===== config.mk =====
export PLATFORM = sky130hd
export DESIGN_NAME = wb_stage_rf_flat
export DESIGN_NICKNAME = d
export VERILOG_FILES = /design/src/rtl/wb_pkg.sv /design/src/rtl/wb_stage_rf_if.sv /design/src/rtl/wb_regfile.sv /design/src/rtl/wb_stage_rf.sv /design/src/flat_wrapper.sv
export SDC_FILE = /design/constraint.sdc
export NUM_CORES = 2
export LEC_CHECK = 0
export CORE_MARGIN = 2
export CORE_UTILIZATION = 23
export DETAILED_ROUTE_END_ITERATION = 7
export GPL_TIMING_DRIVEN = 0
export PLACE_DENSITY_LB_ADDON = 0.2
export SYNTH_ARGS = -nofsm -noshare
export SYNTH_HDL_FRONTEND = slang
export SYNTH_SLANG_ARGS = --single-unit
export TNS_END_PERCENT = 100

===== constraint.sdc =====
create_clock -name clk -period 41.4 [get_ports clk]
set_input_delay 10.35 -clock clk [delete_from_list [all_inputs] [get_ports clk]]
set_output_delay 10.35 -clock clk [all_outputs]
set_load 0.1 [all_outputs]

===== src/rtl/wb_pkg.sv =====
// rtl/wb_pkg.sv - shared types and default sizing for the writeback stage
package wb_pkg;

  typedef enum logic [1:0] {
    EMPTY   = 2'd0,
    FULL    = 2'd1,
    WAIT_LD = 2'd2
  } wb_state_e;

  localparam int DEF_DATA_W   = 32;
  localparam int DEF_NUM_REGS = 16;
  localparam int DEF_RA_IDX   = 15;
  localparam int DEF_PC_INC   = 4;

  // Control flags of the held entry; the data fields are sized per instance.
  typedef struct packed {
    logic is_wb;
    logic is_ld;
    logic is_call;
  } entry_ctl_t;

endpackage


===== src/rtl/wb_stage_rf_if.sv =====
// rtl/wb_stage_rf_if.sv - retired-instruction handshake from the memory stage
interface wb_stage_rf_if #(
  parameter int DATA_W = wb_pkg::DEF_DATA_W,
  parameter int REG_AW = $clog2(wb_pkg::DEF_NUM_REGS)
);
  logic              in_valid;
  logic              in_ready;
  logic              isWb;
  logic              isLd;
  logic              isCall;
  logic [REG_AW-1:0] rd;
  logic [DATA_W-1:0] aluResult;
  logic [DATA_W-1:0] pc;

  modport master (
    output in_valid, isWb, isLd, isCall, rd, aluResult, pc,
    input  in_ready
  );

  modport slave (
    input  in_valid, isWb, isLd, isCall, rd, aluResult, pc,
    output in_ready
  );
endinterface


===== src/rtl/wb_regfile.sv =====
// rtl/wb_regfile.sv - register file, one write port, two write-through read ports
module wb_regfile import wb_pkg::*; #(
  parameter int DATA_W      = DEF_DATA_W,
  parameter int NUM_REGS    = DEF_NUM_REGS,
  parameter int ZERO_REG_EN = 0,
  parameter int REG_AW      = $clog2(NUM_REGS)
) (
  input  logic              clk,
  input  logic              rst,
  input  logic              we,
  input  logic [REG_AW-1:0] wa,
  input  logic [DATA_W-1:0] wd,
  input  logic [REG_AW-1:0] rs1,
  input  logic [REG_AW-1:0] rs2,
  output logic [DATA_W-1:0] rd1,
  output logic [DATA_W-1:0] rd2
);
  localparam bit ZERO_EN = (ZERO_REG_EN != 0);

  logic [DATA_W-1:0] mem_q [NUM_REGS];
  logic [DATA_W-1:0] mem_d [NUM_REGS];

  always_comb begin
    mem_d = mem_q;
    if (we && !(ZERO_EN && wa == '0)) begin
      mem_d[wa] = wd;
    end
  end

  always_ff @(posedge clk or posedge rst) begin
    if (rst) begin
      for (int i = 0; i < NUM_REGS; i++) begin
        mem_q[i] <= '0;
      end
    end else begin
      mem_q <= mem_d;
    end
  end

  // Same-cycle write is forwarded so decode sees the committing value.
  always_comb begin
    rd1 = mem_q[rs1];
    if (we && wa == rs1) rd1 = wd;
    if (ZERO_EN && rs1 == '0) rd1 = '0;
    rd2 = mem_q[rs2];
    if (we && wa == rs2) rd2 = wd;
    if (ZERO_EN && rs2 == '0) rd2 = '0;
  end

endmodule


===== src/rtl/wb_stage_rf.sv =====
// rtl/wb_stage_rf.sv - writeback stage: entry register, load wait, result select, regfile
module wb_stage_rf import wb_pkg::*; #(
  parameter int DATA_W      = DEF_DATA_W,
  parameter int NUM_REGS    = DEF_NUM_REGS,
  parameter int RA_IDX      = DEF_RA_IDX,
  parameter int PC_INC      = DEF_PC_INC,
  parameter int ZERO_REG_EN = 0,
  parameter int REG_AW      = $clog2(NUM_REGS)
) (
  input  logic              clk,
  input  logic              rst,
  wb_stage_rf_if.slave      mem,
  input  logic              ld_valid,
  input  logic [DATA_W-1:0] ldResult,
  input  logic              flush,
  input  logic [REG_AW-1:0] rs1,
  input  logic [REG_AW-1:0] rs2,
  output logic [DATA_W-1:0] rd1,
  output logic [DATA_W-1:0] rd2,
  output logic              isWa,
  output logic [REG_AW-1:0] wa,
  output logic [DATA_W-1:0] wd,
  output logic              busy,
  output logic              ld_orphan
);
  localparam bit ZERO_EN = (ZERO_REG_EN != 0);

  wb_state_e         state_q, state_d;
  entry_ctl_t        ctl_q, ctl_d;
  logic [REG_AW-1:0] rd_q, rd_d;
  logic [DATA_W-1:0] alu_q, alu_d;
  logic [DATA_W-1:0] pc_q, pc_d;
  logic              ld_orphan_q, ld_orphan_d;

  logic              commit;
  logic              in_ready_c;
  logic              accept;
  logic [REG_AW-1:0] wa_sel;
  logic [DATA_W-1:0] wd_sel;

  always_comb begin
    commit     = !flush && (state_q == FULL || (state_q == WAIT_LD && ld_valid));
    in_ready_c = !flush && (state_q == EMPTY || commit);
    accept     = mem.in_valid && in_ready_c;

    state_d = state_q;
    ctl_d   = ctl_q;
    rd_d    = rd_q;
    alu_d   = alu_q;
    pc_d    = pc_q;
    if (flush) begin
      state_d = EMPTY;
      ctl_d   = '0;
    end else if (accept) begin
      state_d = mem.isLd ? WAIT_LD : FULL;
      ctl_d   = '{is_wb: mem.isWb, is_ld: mem.isLd, is_call: mem.isCall};
      rd_d    = mem.rd;
      alu_d   = mem.aluResult;
      pc_d    = mem.pc;
    end else if (commit) begin
      state_d = EMPTY;
    end

    // A flush swallows any coincident ld_valid without flagging it.
    ld_orphan_d = ld_orphan_q || (ld_valid && state_q != WAIT_LD && !flush);
  end

  always_comb begin
    wa_sel = ctl_q.is_call ? REG_AW'(RA_IDX) : rd_q;
    wd_sel = ctl_q.is_call ? pc_q + DATA_W'(PC_INC) :
             ctl_q.is_ld   ? ldResult : alu_q;
    isWa   = commit && ctl_q.is_wb && !(ZERO_EN && wa_sel == '0);
    wa     = commit ? wa_sel : '0;
    wd     = commit ? wd_sel : '0;
  end

  always_ff @(posedge clk or posedge rst) begin
    if (rst) begin
      state_q     <= EMPTY;
      ctl_q       <= '0;
      rd_q        <= '0;
      alu_q       <= '0;
      pc_q        <= '0;
      ld_orphan_q <= 1'b0;
    end else begin
      state_q     <= state_d;
      ctl_q       <= ctl_d;
      rd_q        <= rd_d;
      alu_q       <= alu_d;
      pc_q        <= pc_d;
      ld_orphan_q <= ld_orphan_d;
    end
  end

  assign mem.in_ready = in_ready_c;
  assign busy         = (state_q != EMPTY);
  assign ld_orphan    = ld_orphan_q;

  wb_regfile #(
    .DATA_W      (DATA_W),
    .NUM_REGS    (NUM_REGS),
    .ZERO_REG_EN (ZERO_REG_EN),
    .REG_AW      (REG_AW)
  ) u_regfile (
    .clk (clk),
    .rst (rst),
    .we  (isWa),
    .wa  (wa),
    .wd  (wd),
    .rs1 (rs1),
    .rs2 (rs2),
    .rd1 (rd1),
    .rd2 (rd2)
  );

endmodule


===== src/flat_wrapper.sv =====
// flat-port wrapper written by rule: the top's interface ports become plain ports
module wb_stage_rf_flat import wb_pkg::*;
#(
  parameter int DATA_W      = DEF_DATA_W,
  parameter int NUM_REGS    = DEF_NUM_REGS,
  parameter int RA_IDX      = DEF_RA_IDX,
  parameter int PC_INC      = DEF_PC_INC,
  parameter int ZERO_REG_EN = 0,
  parameter int REG_AW      = $clog2(NUM_REGS)
)
  (clk, rst, ld_valid, ldResult, flush, rs1, rs2, rd1, rd2, isWa, wa, wd, busy, ld_orphan, mem_in_valid, mem_isWb, mem_isLd, mem_isCall, mem_rd, mem_aluResult, mem_pc, mem_in_ready);
  wb_stage_rf_if #(.DATA_W(DATA_W), .REG_AW(REG_AW)) mem_i ();
  input  logic clk;
  input  logic rst;
  input  logic ld_valid;
  input  logic [DATA_W-1:0] ldResult;
  input  logic flush;
  input  logic [REG_AW-1:0] rs1;
  input  logic [REG_AW-1:0] rs2;
  output logic [DATA_W-1:0] rd1;
  output logic [DATA_W-1:0] rd2;
  output logic isWa;
  output logic [REG_AW-1:0] wa;
  output logic [DATA_W-1:0] wd;
  output logic busy;
  output logic ld_orphan;
  input wire logic [$bits(mem_i.in_valid)-1:0] mem_in_valid;
  input wire logic [$bits(mem_i.isWb)-1:0] mem_isWb;
  input wire logic [$bits(mem_i.isLd)-1:0] mem_isLd;
  input wire logic [$bits(mem_i.isCall)-1:0] mem_isCall;
  input wire logic [$bits(mem_i.rd)-1:0] mem_rd;
  input wire logic [$bits(mem_i.aluResult)-1:0] mem_aluResult;
  input wire logic [$bits(mem_i.pc)-1:0] mem_pc;
  output wire logic [$bits(mem_i.in_ready)-1:0] mem_in_ready;
  assign mem_i.in_valid = mem_in_valid;
  assign mem_i.isWb = mem_isWb;
  assign mem_i.isLd = mem_isLd;
  assign mem_i.isCall = mem_isCall;
  assign mem_i.rd = mem_rd;
  assign mem_i.aluResult = mem_aluResult;
  assign mem_i.pc = mem_pc;
  assign mem_in_ready = mem_i.in_ready;
  wb_stage_rf #(.DATA_W(DATA_W), .NUM_REGS(NUM_REGS), .RA_IDX(RA_IDX), .PC_INC(PC_INC), .ZERO_REG_EN(ZERO_REG_EN), .REG_AW(REG_AW)) u_core (.clk(clk), .rst(rst), .mem(mem_i), .ld_valid(ld_valid), .ldResult(ldResult), .flush(flush), .rs1(rs1), .rs2(rs2), .rd1(rd1), .rd2(rd2), .isWa(isWa), .wa(wa), .wd(wd), .busy(busy), .ld_orphan(ld_orphan));
endmodule

==> metrics.yaml <==
yosys.area_share.adder: 0.000404
fin_nets: 3107
ys_top_cells_by_count: "dfrtp_1 (586), nand2_1 (484), o21ai_0 (442)"
ys_types: 64
grt_use_total: 0.218
fin_crit_ns: 27.02
wirelength_um: 152000
via_per_inst: 5.34
critical_path.cell_chain: "clkdlybuf4s50_1 > buf_1 > clkbuf_1 > buf_1 > mux4_2 > a221oi_1 > mux2i_1 > clkdlybuf4s50_1"
end_kind: "output port"
synth_top_family_by_area: "multiplexers"
cap_violations: 2
hold_class: "flop to flop"
finalPower_mw: 1.49
tns_ns: 0
async_reset_ff_frac: 1.00
violations: "capacitance limit, slew limit"
die_y_um: 371
synthXorXnorAreaFrac: 0.00425
finClkSkew_ns: 0.0223
slowest_stage: "clkdlybuf4s50_1"
synth-simple-area-share: 0.0866
critPathMaxFanout: 10
ctsHoldBuffers: 0
relSlewSlack: -0.00386
yosysWarnings: 0
slew_violations: 10
worstHoldStart: "u_core.u_regfile.mem_q[284]"
r2r_start: "u_core.state_q[0]"
critical_path_class: "primary input to output port"
grt_overflow: 0
slowest_delay_ns: 1.26
synth-seq-cells: 586
clockBufferDepth: 3
die_w_um: 371
nFillCells: 14000
synth_top_area_frac: 0.474
cts_made_buffers: 76
io_pins: 220
io_buffer_count: 214
arrival_ns: 16.67
ir_worst_vdd_mv: 0.0250
synthMuxAreaShare: 0.264
die_area_mm2: 0.137
cts_resized: 0
areaGrowthSynthToFinish_pct: 23.3
finalCritPeriodShare: 0.653
synth_edf_count: 0
grt_pass1_wl_um: 210000
rsz0062_at_grt: "false"
synth_nets: 2804
synth_top_area_cell: "dfrtp_1"
status: "finished, violations left"
drtIter0Drc: 2550
htreeDepth: 3
yosysSeqAreaShare: 0.474
grt_max_degree: 109
rows: 134
required_ns: 31.05
tightest_slew_ns: 1.51
synthCells: 2687
hpwl_um: 105000
synth-compound-area-share: 0.132
path_clk_slew_ns: 0.05
root_buffer: "clkbuf_16"
core_area_mm2: 0.133
grt_antenna_before_repair: 10
cts_tree: "yes"
firstDrtPassIters: 5
insertion_delay_ns: 0.66
synth.cell_area_mm2: 0.0309
fmax_mhz: 37.0
hold_violations: 0
pwr_density_cell_mw_per_mm2: 39.1
cts_sinks: 586
cts_setup_buffers: 0
drc: 0
start_util: 0.232
p_leak_nw: 15.5
grt_pass1_vias: 25400
synthFlopType: "dfrtp_1"
drive_gt1_frac: 0.189
fin_ws_ns: 14.38
routedWlPerCell_um: 31.5
vias: 25700
final_antenna_net_count: 0
syn_avg_cell_area_um2: 11.5
synthTopCellsByArea: "dfrtp_1 (47%), mux4_2 (19%), o21ai_0 (7.2%), nand2_1 (5.9%), mux2_2 (5.0%)"
gp_congestion: 0.864
setup_viol: 0
critPathLaunchType: "primary input"
crit_start: "rs1[2]"
post-synth-top-count-cell: "dfrtp_1"
place_ws_ns: 14.54
==> worst max-delay path, delay by kind of cell <==
kind / cells / cell delay (ns)
compound gates: 1 / 0.10
buf+inv: 5 / 5.13
mux: 2 / 1.05
==> final cells by class <==
class / instances / area [um2] / area share
plain buffers: 258 / 1030 / 0.0269
diodes: 1 / 2.50 / 0.0000656
well taps: 1768 / 2210 / 0.0580
clock buffers: 119 / 2340 / 0.0613
inverters: 49 / 191 / 0.00502
clock inverters: 17 / 265 / 0.00695
multi-input cells: 1794 / 15100 / 0.396
flip-flops and latches: 586 / 14700 / 0.384
repair buffers: 225 / 2350 / 0.0616
==> placed cells by master (no fill, tap or decap), types with 56 or more instances in the layout <==
master / count
a221oi_1: 56
clkbuf_1: 219
clkbuf_16: 79
clkdlybuf4s50_1: 214
dfrtp_1: 586
mux2_2: 137
mux2i_1: 85
mux4_2: 256
nand2_1: 484
o21ai_0: 442
==> per-stage QoR <==
step           cell area (um2)  std cells  utilization  hold slack [ns]
2_1_floorplan            30900       2687            -            0.460
3_3_place_gp             35300       4669        0.264            0.474
3_5_place_dp             35500       4679        0.266            0.486
4_1_cts                  38100       4815        0.286            0.499
5_1_grt                  38200       4817        0.286            0.511
6_report                 38200       4817        0.286            0.498
==> state kept, by name (all words and copies together), names as in the netlist <==
| register | cells |
|---|---|
| u_core.rd_q | 4 |
| u_core.ld_orphan | 1 |
| u_core.state_q | 2 |
| u_core.alu_q | 32 |
| u_core.pc_q | 32 |
| u_core.ctl_q | 3 |
| u_core.u_regfile.mem_q | 512 |
==> path summary, 6_finish.rpt <==
check | slack, ns | to | cells after the start
max | 14.38 | rd1[23] | 8
min | 0.50 | u_core.u_regfile.mem_q[284] | 2
max reg2reg | 37.12 | u_core.u_regfile.mem_q[324] | 6
min reg2reg | 0.50 | u_core.u_regfile.mem_q[284] | 2
max in group asynchronous | 29.12 | u_core.u_regfile.mem_q[300] | 5
min in group asynchronous | 10.19 | u_core.alu_q[22] | 2
==> layer usage <==
layer,global-route usage,wire length (um)
met1,0.300,65000
met2,0.346,70500
met3,0.0405,11200
met4,0.0672,4800
met5,0,18
==> logic make-up (layout without fill, tap and decap cells) <==
group                      count (synthesis)  after routing
AOI/OAI and AO/OA                        673            673
xor gates and xnor gates                  15             15
adders and majority gates                  1              1
buffers and inverters                    307            668
DFF                                      586            586
muxes                                    478            478
other                                      0              1
and+or+nand+nor                          627            627
==> where the power goes <==
| group | switching [mW] | internal [mW] |
|---|---|---|
| clock | 0.281 | 0.425 |
| combinational | 0.121 | 0.0581 |
| sequential | 0.0153 | 0.589 |
No activity file was read; power rests on OpenSTA's default activity.
